==> src/rtl/asconp_ctrl.sv <==
// Round sequencer for a single-round Ascon permutation datapath: loads five lanes,
// iterates the external round function nr times, then holds the result for the consumer.
module asconp_ctrl #(
    parameter int WIDTH      = 48,
    parameter int MAX_ROUNDS = 12
) (
    input  logic             clk,
    input  logic             rst,
    input  logic             in_valid,
    output logic             in_ready,
    input  logic [3:0]       in_rounds,
    input  logic [WIDTH-1:0] in_s0,
    input  logic [WIDTH-1:0] in_s1,
    input  logic [WIDTH-1:0] in_s2,
    input  logic [WIDTH-1:0] in_s3,
    input  logic [WIDTH-1:0] in_s4,
    output logic [WIDTH-1:0] rnd_s0,
    output logic [WIDTH-1:0] rnd_s1,
    output logic [WIDTH-1:0] rnd_s2,
    output logic [WIDTH-1:0] rnd_s3,
    output logic [WIDTH-1:0] rnd_s4,
    output logic [3:0]       rnd_idx,
    input  logic [WIDTH-1:0] rnd_res_s0,
    input  logic [WIDTH-1:0] rnd_res_s1,
    input  logic [WIDTH-1:0] rnd_res_s2,
    input  logic [WIDTH-1:0] rnd_res_s3,
    input  logic [WIDTH-1:0] rnd_res_s4,
    output logic             out_valid,
    input  logic             out_ready,
    output logic [WIDTH-1:0] out_s0,
    output logic [WIDTH-1:0] out_s1,
    output logic [WIDTH-1:0] out_s2,
    output logic [WIDTH-1:0] out_s3,
    output logic [WIDTH-1:0] out_s4,
    output logic             busy,
    output logic [3:0]       round_ctr
);

    typedef enum logic [1:0] {IDLE, RUN, DONE} state_e;

    localparam logic [3:0] MAX_NR = 4'(MAX_ROUNDS);

    state_e                  state_q, state_d;
    logic [4:0][WIDTH-1:0]   s_q, s_d;
    logic [4:0][WIDTH-1:0]   in_lanes, res_lanes;
    logic [3:0]              nr_q, nr_d, ctr_q, ctr_d, nr_clamp;
    logic                    out_valid_q, busy_q;

    assign in_lanes  = {in_s4, in_s3, in_s2, in_s1, in_s0};
    assign res_lanes = {rnd_res_s4, rnd_res_s3, rnd_res_s2, rnd_res_s1, rnd_res_s0};
    assign nr_clamp  = (in_rounds > MAX_NR) ? MAX_NR : in_rounds;

    always_comb begin
        state_d = state_q;
        s_d     = s_q;
        nr_d    = nr_q;
        ctr_d   = ctr_q;
        case (state_q)
            IDLE: begin
                if (in_valid) begin
                    s_d     = in_lanes;
                    nr_d    = nr_clamp;
                    ctr_d   = '0;
                    state_d = (nr_clamp != '0) ? RUN : DONE;
                end
            end
            RUN: begin
                s_d   = res_lanes;
                ctr_d = ctr_q + 4'd1;
                if (ctr_q == nr_q - 4'd1) state_d = DONE;
            end
            DONE: begin
                if (out_ready) state_d = IDLE;
            end
            default: state_d = IDLE;
        endcase
    end

    always_ff @(posedge clk) begin
        if (rst) begin
            state_q     <= IDLE;
            s_q         <= '0;
            nr_q        <= '0;
            ctr_q       <= '0;
            out_valid_q <= 1'b0;
            busy_q      <= 1'b0;
        end else begin
            state_q     <= state_d;
            s_q         <= s_d;
            nr_q        <= nr_d;
            ctr_q       <= ctr_d;
            out_valid_q <= (state_d == DONE);
            busy_q      <= (state_d == RUN) || (state_d == DONE);
        end
    end

    // Index counts up to 15 on the last round regardless of nr.
    assign rnd_idx   = ctr_q - nr_q;
    assign in_ready  = (state_q == IDLE) & ~rst;
    assign out_valid = out_valid_q;
    assign busy      = busy_q;
    assign round_ctr = ctr_q;

    assign {rnd_s4, rnd_s3, rnd_s2, rnd_s1, rnd_s0} = s_q;
    assign {out_s4, out_s3, out_s2, out_s1, out_s0} = s_q;

endmodule

==> config.mk <==
export PLATFORM = sky130hd
export DESIGN_NAME = asconp_ctrl
export DESIGN_NICKNAME = d
export VERILOG_FILES = /design/src/rtl/asconp_ctrl.sv
export SDC_FILE = /design/constraint.sdc
export NUM_CORES = 1
export LEC_CHECK = 0
export ABC_AREA = 1
export CORE_AREA = 2 2 378 380
export DETAILED_ROUTE_END_ITERATION = 10
export DIE_AREA = 0 0 380 382
export PLACE_DENSITY = 0.32
export REMOVE_ABC_BUFFERS = 1
export SLEW_MARGIN = 20
export SYNTH_ARGS = -nofsm -noshare
export SYNTH_HDL_FRONTEND = slang
export SYNTH_SLANG_ARGS = --single-unit
==> constraint.sdc <==
create_clock -name clk -period 2.9 [get_ports clk]
set_clock_uncertainty 0.1 [all_clocks]
set_input_delay 0.58 -clock clk [delete_from_list [all_inputs] [get_ports clk]]
set_output_delay 0.58 -clock clk [all_outputs]
set_load 0.02 [all_outputs]
==> results of run 1 <==
==> critical path, delay by kind of cell (launching register included) <==
family	cells	cell delay, ns
xor gates and xnor gates	1	0.18
adders and majority gates	2	0.61
buffers and inverters	2	0.42
DFF	1	0.32
==> power by group through the flow <==
| stage | clock network, mW | registers [mW] | logic, mW |
|---|---|---|---|
| floorplan | 0 | 5.34 | 1.05 |
| global placement | 0 | 4.52 | 5.60 |
| detailed placement | 0 | 4.53 | 5.57 |
| CTS | 4.98 | 4.46 | 5.58 |
| global route | 5.07 | 4.51 | 5.82 |
| finish | 4.73 | 4.44 | 5.44 |
==> repair_timing <==
action | in CTS | in global routing
setup endpoints to repair | 3 | 1
setup buffers | 0 | 0
pin swaps | 0 | 1
gates resized for setup | 5 | 4
==> synthesized netlist by cell type (2+ instances only) <==
master | n | share of area, %
dfxtp_1 | 252 | 40
clkbuf_1 | 56 | 1.7
nand2_1 | 506 | 15
o21ai_1 | 14 | 0.56
buf_4 | 246 | 15
o21ai_0 | 231 | 9.2
nor2_4 | 2 | 0.18
buf_2 | 69 | 2.8
ha_1 | 6 | 0.60
nor3_1 | 2 | 0.080
inv_1 | 18 | 0.54
a21oi_1 | 10 | 0.40
nor2_1 | 12 | 0.36
nand3_1 | 7 | 0.28
buf_6 | 4 | 0.36
a31oi_1 | 241 | 12
inv_2 | 4 | 0.12
a211oi_1 | 2 | 0.12
==> state kept, by name, indices dropped and copies added (netlist names) <==
register	flops
busy	1
round_ctr	4
state_q	2
out_s2	48
out_s4	48
out_s3	48
out_valid	1
out_s1	48
out_s0	48
nr_q	4
==> worst max path at each step <==
| stage | start | endpoint | slack, ns | cells past startpoint |
|---|---|---|---|---|
| after global placement | nr_q[2]$_SDFFE_PP0P_ | rnd_idx[3] | 0.27 | 6 |
| after floorplan | state_q[0]$_SDFF_PP0_ | out_s0[0]$_SDFFE_PP0P_ | -4.10 | 6 |
| after global routing | round_ctr[0]$_SDFFE_PP0P_ | rnd_idx[2] | 0.002 | 5 |
| after CTS | nr_q[2]$_SDFFE_PP0P_ | rnd_idx[3] | 0.009 | 6 |
| final | round_ctr[0]$_SDFFE_PP0P_ | rnd_idx[2] | 0.10 | 5 |
| after detailed placement | nr_q[2]$_SDFFE_PP0P_ | rnd_idx[3] | 0.34 | 6 |
==> area by class of cell <==
type	instances	area [um2]
tap	1890	2365
inverter	23	108.9
multi-input combinational	1041	4962
sequential	252	5045
timing repair buffer	1064	10640
fill	16060	116600
clock buffer	56	1130
clock inverter	6	83.83
antenna	2	5.005
==> layer usage <==
metal | vias up | routed length (um)
met4 | 12 | 1100
met1 | 6782 | 42640
met2 | 569 | 47540
met3 | 68 | 6844
met5 | - | 67
li1 | 6966 | -
==> cells by family (layout without fill, tap and decap cells) <==
group,Yosys count,count (layout)
AO/OA/AOI/OAI,500,500
adder cells (fa/ha/maj),7,7
buffers and inverters,398,1149
AND/OR/NAND/NOR,532,532
XOR/XNOR,2,2
other,0,2
flip-flops,252,252
==> per-stage QoR <==
stage	TNS (ns)	std cells	area (um2)
floorplan	-993.49	1316	10090
global placement	0	4270	23120
detailed placement	0	4270	23120
CTS	0	4332	24330
global route	0	4334	24340
finish	0	4334	24340
==> results.ini, run 1 <==
[worst_setup_path]
r2r-start = state_q[0]$_SDFF_PP0_
slowest_stage = fa_1
cp-end-kind = output pin
reg2reg_depth = 8
cp.required_ns = 2.22
reg2reg_slack_ns = 0.89
crit_arrival_ns = 2.12
cpPeakStageDelay_ns = 0.38
start_kind = flop
rr_endpoint = out_s2[28]$_SDFFE_PP0P_
criticalPathCategory = flop to output pin
path_cells = inv_1 > ha_1 > fa_1 > xnor2_1 > dlygate4sd2_1
critPathMaxFanout = 2

[timing]
fmax_mhz = 357.7
min_period_over_period_pct = 96.39
setup_ws_ns = 0.1046
whs_ns = 0.4117
worst_slew_pin_slew_ns = 0.6651
period_minus_slack_ns = 2.795
finalHoldViolations = 0
slew_headroom_pct = 55.52
setup_viol_count_final = 0
rsz0062_at_grt = false
drv_slew = 0

[yosys]
ys_seq_area_share_pct = 40.24
syn_inst = 1691
synth-edff-count = 0
synth_top_family_by_area = compound AO/OA/AOI/OAI gates
synth_compound_area_share_pct = 22.46
ys_seq_elements = 252
synthAdderAreaFrac_pct = 0.7585
synth.mux.area_fraction_pct = 0
synth_warnings = 0
yosys.area_share.simple_pct = 16.20
syn-cell-area_um2 = 12540
async_flop_share_pct = 0
ys.flop_type = dfxtp_1
synth_xor_area_share_pct = 0.1397
synth_cell_type_count = 27
avgSynthCellArea_um2 = 7.414

[placement]
io_buffer_count = 978
gp_congestion = 0.8356
dp_hpwl_um = 82090
pre_cts_ws_ns = 0.3381

[power]
power_mw = 14.61
leakage_nw = 8.808
peakVddDrop_v = 0.0003352
p_switching_mw = 5.373
p_seq_share_pct = 30.4
p_int_mw = 9.235
pwr-share-clk_pct = 32.4
p_per_area_nw_per_um2 = 600.2
comb_power_share_pct = 37.2
swShare_pct = 36.78

[die]
ios = 979
start_util_pct = 8.898
core_um2 = 140900
die-area_um2 = 145200
die_h_um = 382
rows = 138
die_w_um = 380

[route]
routedWlPerCell_um = 22.66
drc_errors = 0
vias_per_cell = 3.322
wl_um = 98190
antenna_left = 0
vias = 14400
dr.pass1.iters = 5
drtIter0Drc = 670

[grt]
grt_pass1_wl_um = 131200
grt-busiest-layer = met2
grt_overflow = 0
use_met1_pct = 16.21
grt_util_met2_pct = 22.06
antenna_found_initial = 15
grt_pass1_vias = 14780
grt_use_met3_pct = 3.902
grt_usage_pct = 12.94
grt_max_degree = 71

[outcome]
outcome = finished clean

[layout]
final_cell_mix = 974 x clkdlybuf4s50_1, 506 x nand2_1, 252 x dfxtp_1
layout-drive-gt1-share_pct = 6.224
fin_util_pct = 17.28
layout_commonest_cell = clkdlybuf4s50_1
area_growth_pct = 94.14
nets = 2914

[clocking]
cts_tree = done
clkTransAtPathRegs_ns = 0.06
cts_buffers = 37
hold_buffers = 0
cts_root_buf = clkbuf_16
cts_buffer_depth = 3
h-tree-depth = 2
clkLatencyLatePin_ns = 0.57
cts_num_sinks = 252

[hold_path]
min_from = nr_q[3]$_SDFFE_PP0P_
hold_depth = 2
hp-class = flop to flop
min_to = nr_q[3]$_SDFFE_PP0P_

[flow_run]
max-cap-violations = 0

(Power assumes the default switching activity.)
==> inputs of run 2 (changes only) <==
Settings changed: SETUP_SLACK_MARGIN set to 0.1.
==> run 2 against run 1 <==
  * Sequential power is essentially flat
  * Via count is essentially flat
  * Clock power is essentially flat
  * Cell area is essentially flat
  * Total power is essentially flat
  * Die area is the same
  * Routed wire length is essentially flat
  * Critical path type unchanged
  * Critical endpoint is now rnd_idx[1]
==> results.ini, run 2 (synthesis results as in run 1) <==
[outcome]
outcome = finished clean

[timing]
setup_viol_count_final = 0  ; unchanged
worst_slew_pin_slew_ns = 0.6651  ; unchanged
slew_headroom_pct = 55.52  ; unchanged
min_period_over_period_pct = 92.91  ; -3.5 points
rsz0062_at_grt = false
period_minus_slack_ns = 2.694  ; -0.1010 ns
fmax_mhz = 371.1  ; +3.7%
drv_slew = 0  ; unchanged
whs_ns = 0.4117  ; +0.000004000 ns
finalHoldViolations = 0  ; unchanged

[die]
start_util_pct = 8.898  ; unchanged
rows = 138  ; unchanged
die_h_um = 382  ; unchanged
die-area_um2 = 145200  ; unchanged
ios = 979  ; unchanged
die_w_um = 380  ; unchanged
core_um2 = 140900  ; unchanged

[worst_setup_path]
start_kind = flop
cp.required_ns = 2.22  ; about the same
criticalPathCategory = flop to output pin
slowest_stage = fa_1
cp_common_cell = inv_1
cpPeakStageDelay_ns = 0.48  ; +0.10 ns
cp-end-kind = output pin
reg2reg_slack_ns = 0.89  ; about the same
crit_arrival_ns = 2.01  ; -0.11 ns
path_cells = inv_1 > ha_1 > fa_1 > inv_1 > dlygate4sd2_1
critPathMaxFanout = 2  ; unchanged

[placement]
io_buffer_count = 978  ; unchanged
gp_congestion = 0.8356  ; unchanged
dp_hpwl_um = 82090  ; unchanged

[layout]
layout-drive-gt1-share_pct = 6.306  ; +0.082 points
layout_commonest_cell = clkdlybuf4s50_1
fin_util_pct = 17.28  ; about the same
nets = 2914  ; unchanged
area_growth_pct = 94.21  ; about the same
final_cell_mix = 974 x clkdlybuf4s50_1, 506 x nand2_1, 252 x dfxtp_1

[route]
drc_errors = 0  ; unchanged
vias = 14410  ; +0.076%
dr.pass1.iters = 5  ; unchanged
vias_per_cell = 3.324  ; about the same
drtIter0Drc = 650  ; -3.0%
antenna_left = 0  ; unchanged
routedWlPerCell_um = 22.66  ; about the same
wl_um = 98210  ; about the same

[clocking]
clkLatencyLatePin_ns = 0.58  ; about the same
cts_root_buf = clkbuf_16
h-tree-depth = 2  ; unchanged
cts_buffer_depth = 3  ; unchanged
cts_tree = done
clkTransAtPathRegs_ns = 0.06  ; about the same
cts_buffers = 37  ; unchanged
hold_buffers = 0  ; unchanged
cts_num_sinks = 252  ; unchanged
postCtsSetupRepairBufs = 0  ; unchanged

[power]
swShare_pct = 36.79  ; about the same
p_int_mw = 9.236  ; about the same
comb_power_share_pct = 37.3  ; about the same
peakVddDrop_v = 0.0003350  ; about the same
power_mw = 14.61  ; about the same
p_switching_mw = 5.375  ; about the same
p_seq_share_pct = 30.4  ; about the same
pwr-share-clk_pct = 32.4  ; about the same
p_per_area_nw_per_um2 = 600.1  ; about the same
leakage_nw = 8.806  ; about the same

[grt]
grt_overflow = 0  ; unchanged
grt_max_degree = 71  ; unchanged
grt_pass1_wl_um = 131200  ; unchanged
grt_pass1_vias = 14780  ; unchanged
antenna_found_initial = 15  ; unchanged
grt_usage_pct = 12.94  ; unchanged

[hold_path]
hp-class = flop to flop

[flow_run]
max-cap-violations = 0  ; unchanged

[run 2: worst max-delay path: cells and delay by family, from the launching register on]
family | cells | cell delay, ns
adders and majority gates | 2 | 0.71
buffers and inverters | 3 | 0.40
DFF | 1 | 0.32
[run 2: power by group through the flow]
| stage | Sequential [mW] | Combinational, mW | Clock, mW |
|---|---|---|---|
| CTS | 4.46 | 5.58 | 4.98 |
| finish | 4.44 | 5.44 | 4.73 |
| detailed placement | 4.53 | 5.57 | 0 |
| global placement | 4.52 | 5.60 | 0 |
| floorplan | 5.34 | 1.05 | 0 |
| global route | 4.51 | 5.82 | 5.07 |
[run 2: path summary, 6_finish.rpt]
kind                        startpoint                      end  cells after the start
max          round_ctr[0]$_SDFFE_PP0P_               rnd_idx[1]                      5
min               nr_q[3]$_SDFFE_PP0P_     nr_q[3]$_SDFFE_PP0P_                      2
max reg2reg      state_q[0]$_SDFF_PP0_  out_s2[28]$_SDFFE_PP0P_                      8
min reg2reg       nr_q[3]$_SDFFE_PP0P_     nr_q[3]$_SDFFE_PP0P_                      2
[run 2: layout make-up]
class	instances	area, um2
multi-input cells	1041	4975
flip-flops and latches	252	5045
repair buffers	1064	10640
fillers	16060	116500
inverters	23	108.9
well taps	1890	2365
clock buffers	56	1130
clock inverters	6	83.83
diodes	2	5.005
[run 2: metrics by stage]
stage | instances | cell area, um2 | setup WS, ns | TNS [ns]
detailed placement | 4270 | 23120 | 0.3381 | 0
floorplan | 1316 | 10090 | -4.104 | -993.49
global placement | 4270 | 23120 | 0.2688 | 0
finish | 4334 | 24350 | 0.2056 | 0
CTS | 4332 | 24330 | 0.1094 | 0
global route | 4334 | 24350 | 0.1049 | 0
[run 2: what timing repair did]
action,in CTS,in global routing
endpoints found under the setup margin,3,2
resized for setup,8,5
pin swaps,0,1
[run 2: metal layers]
metal / share of wire [%] / track usage, %
met2: 48 / 22.06
met1: 43 / 16.21
met5: 0.068 / 0
met3: 7.0 / 3.902
met4: 1.1 / 2.146
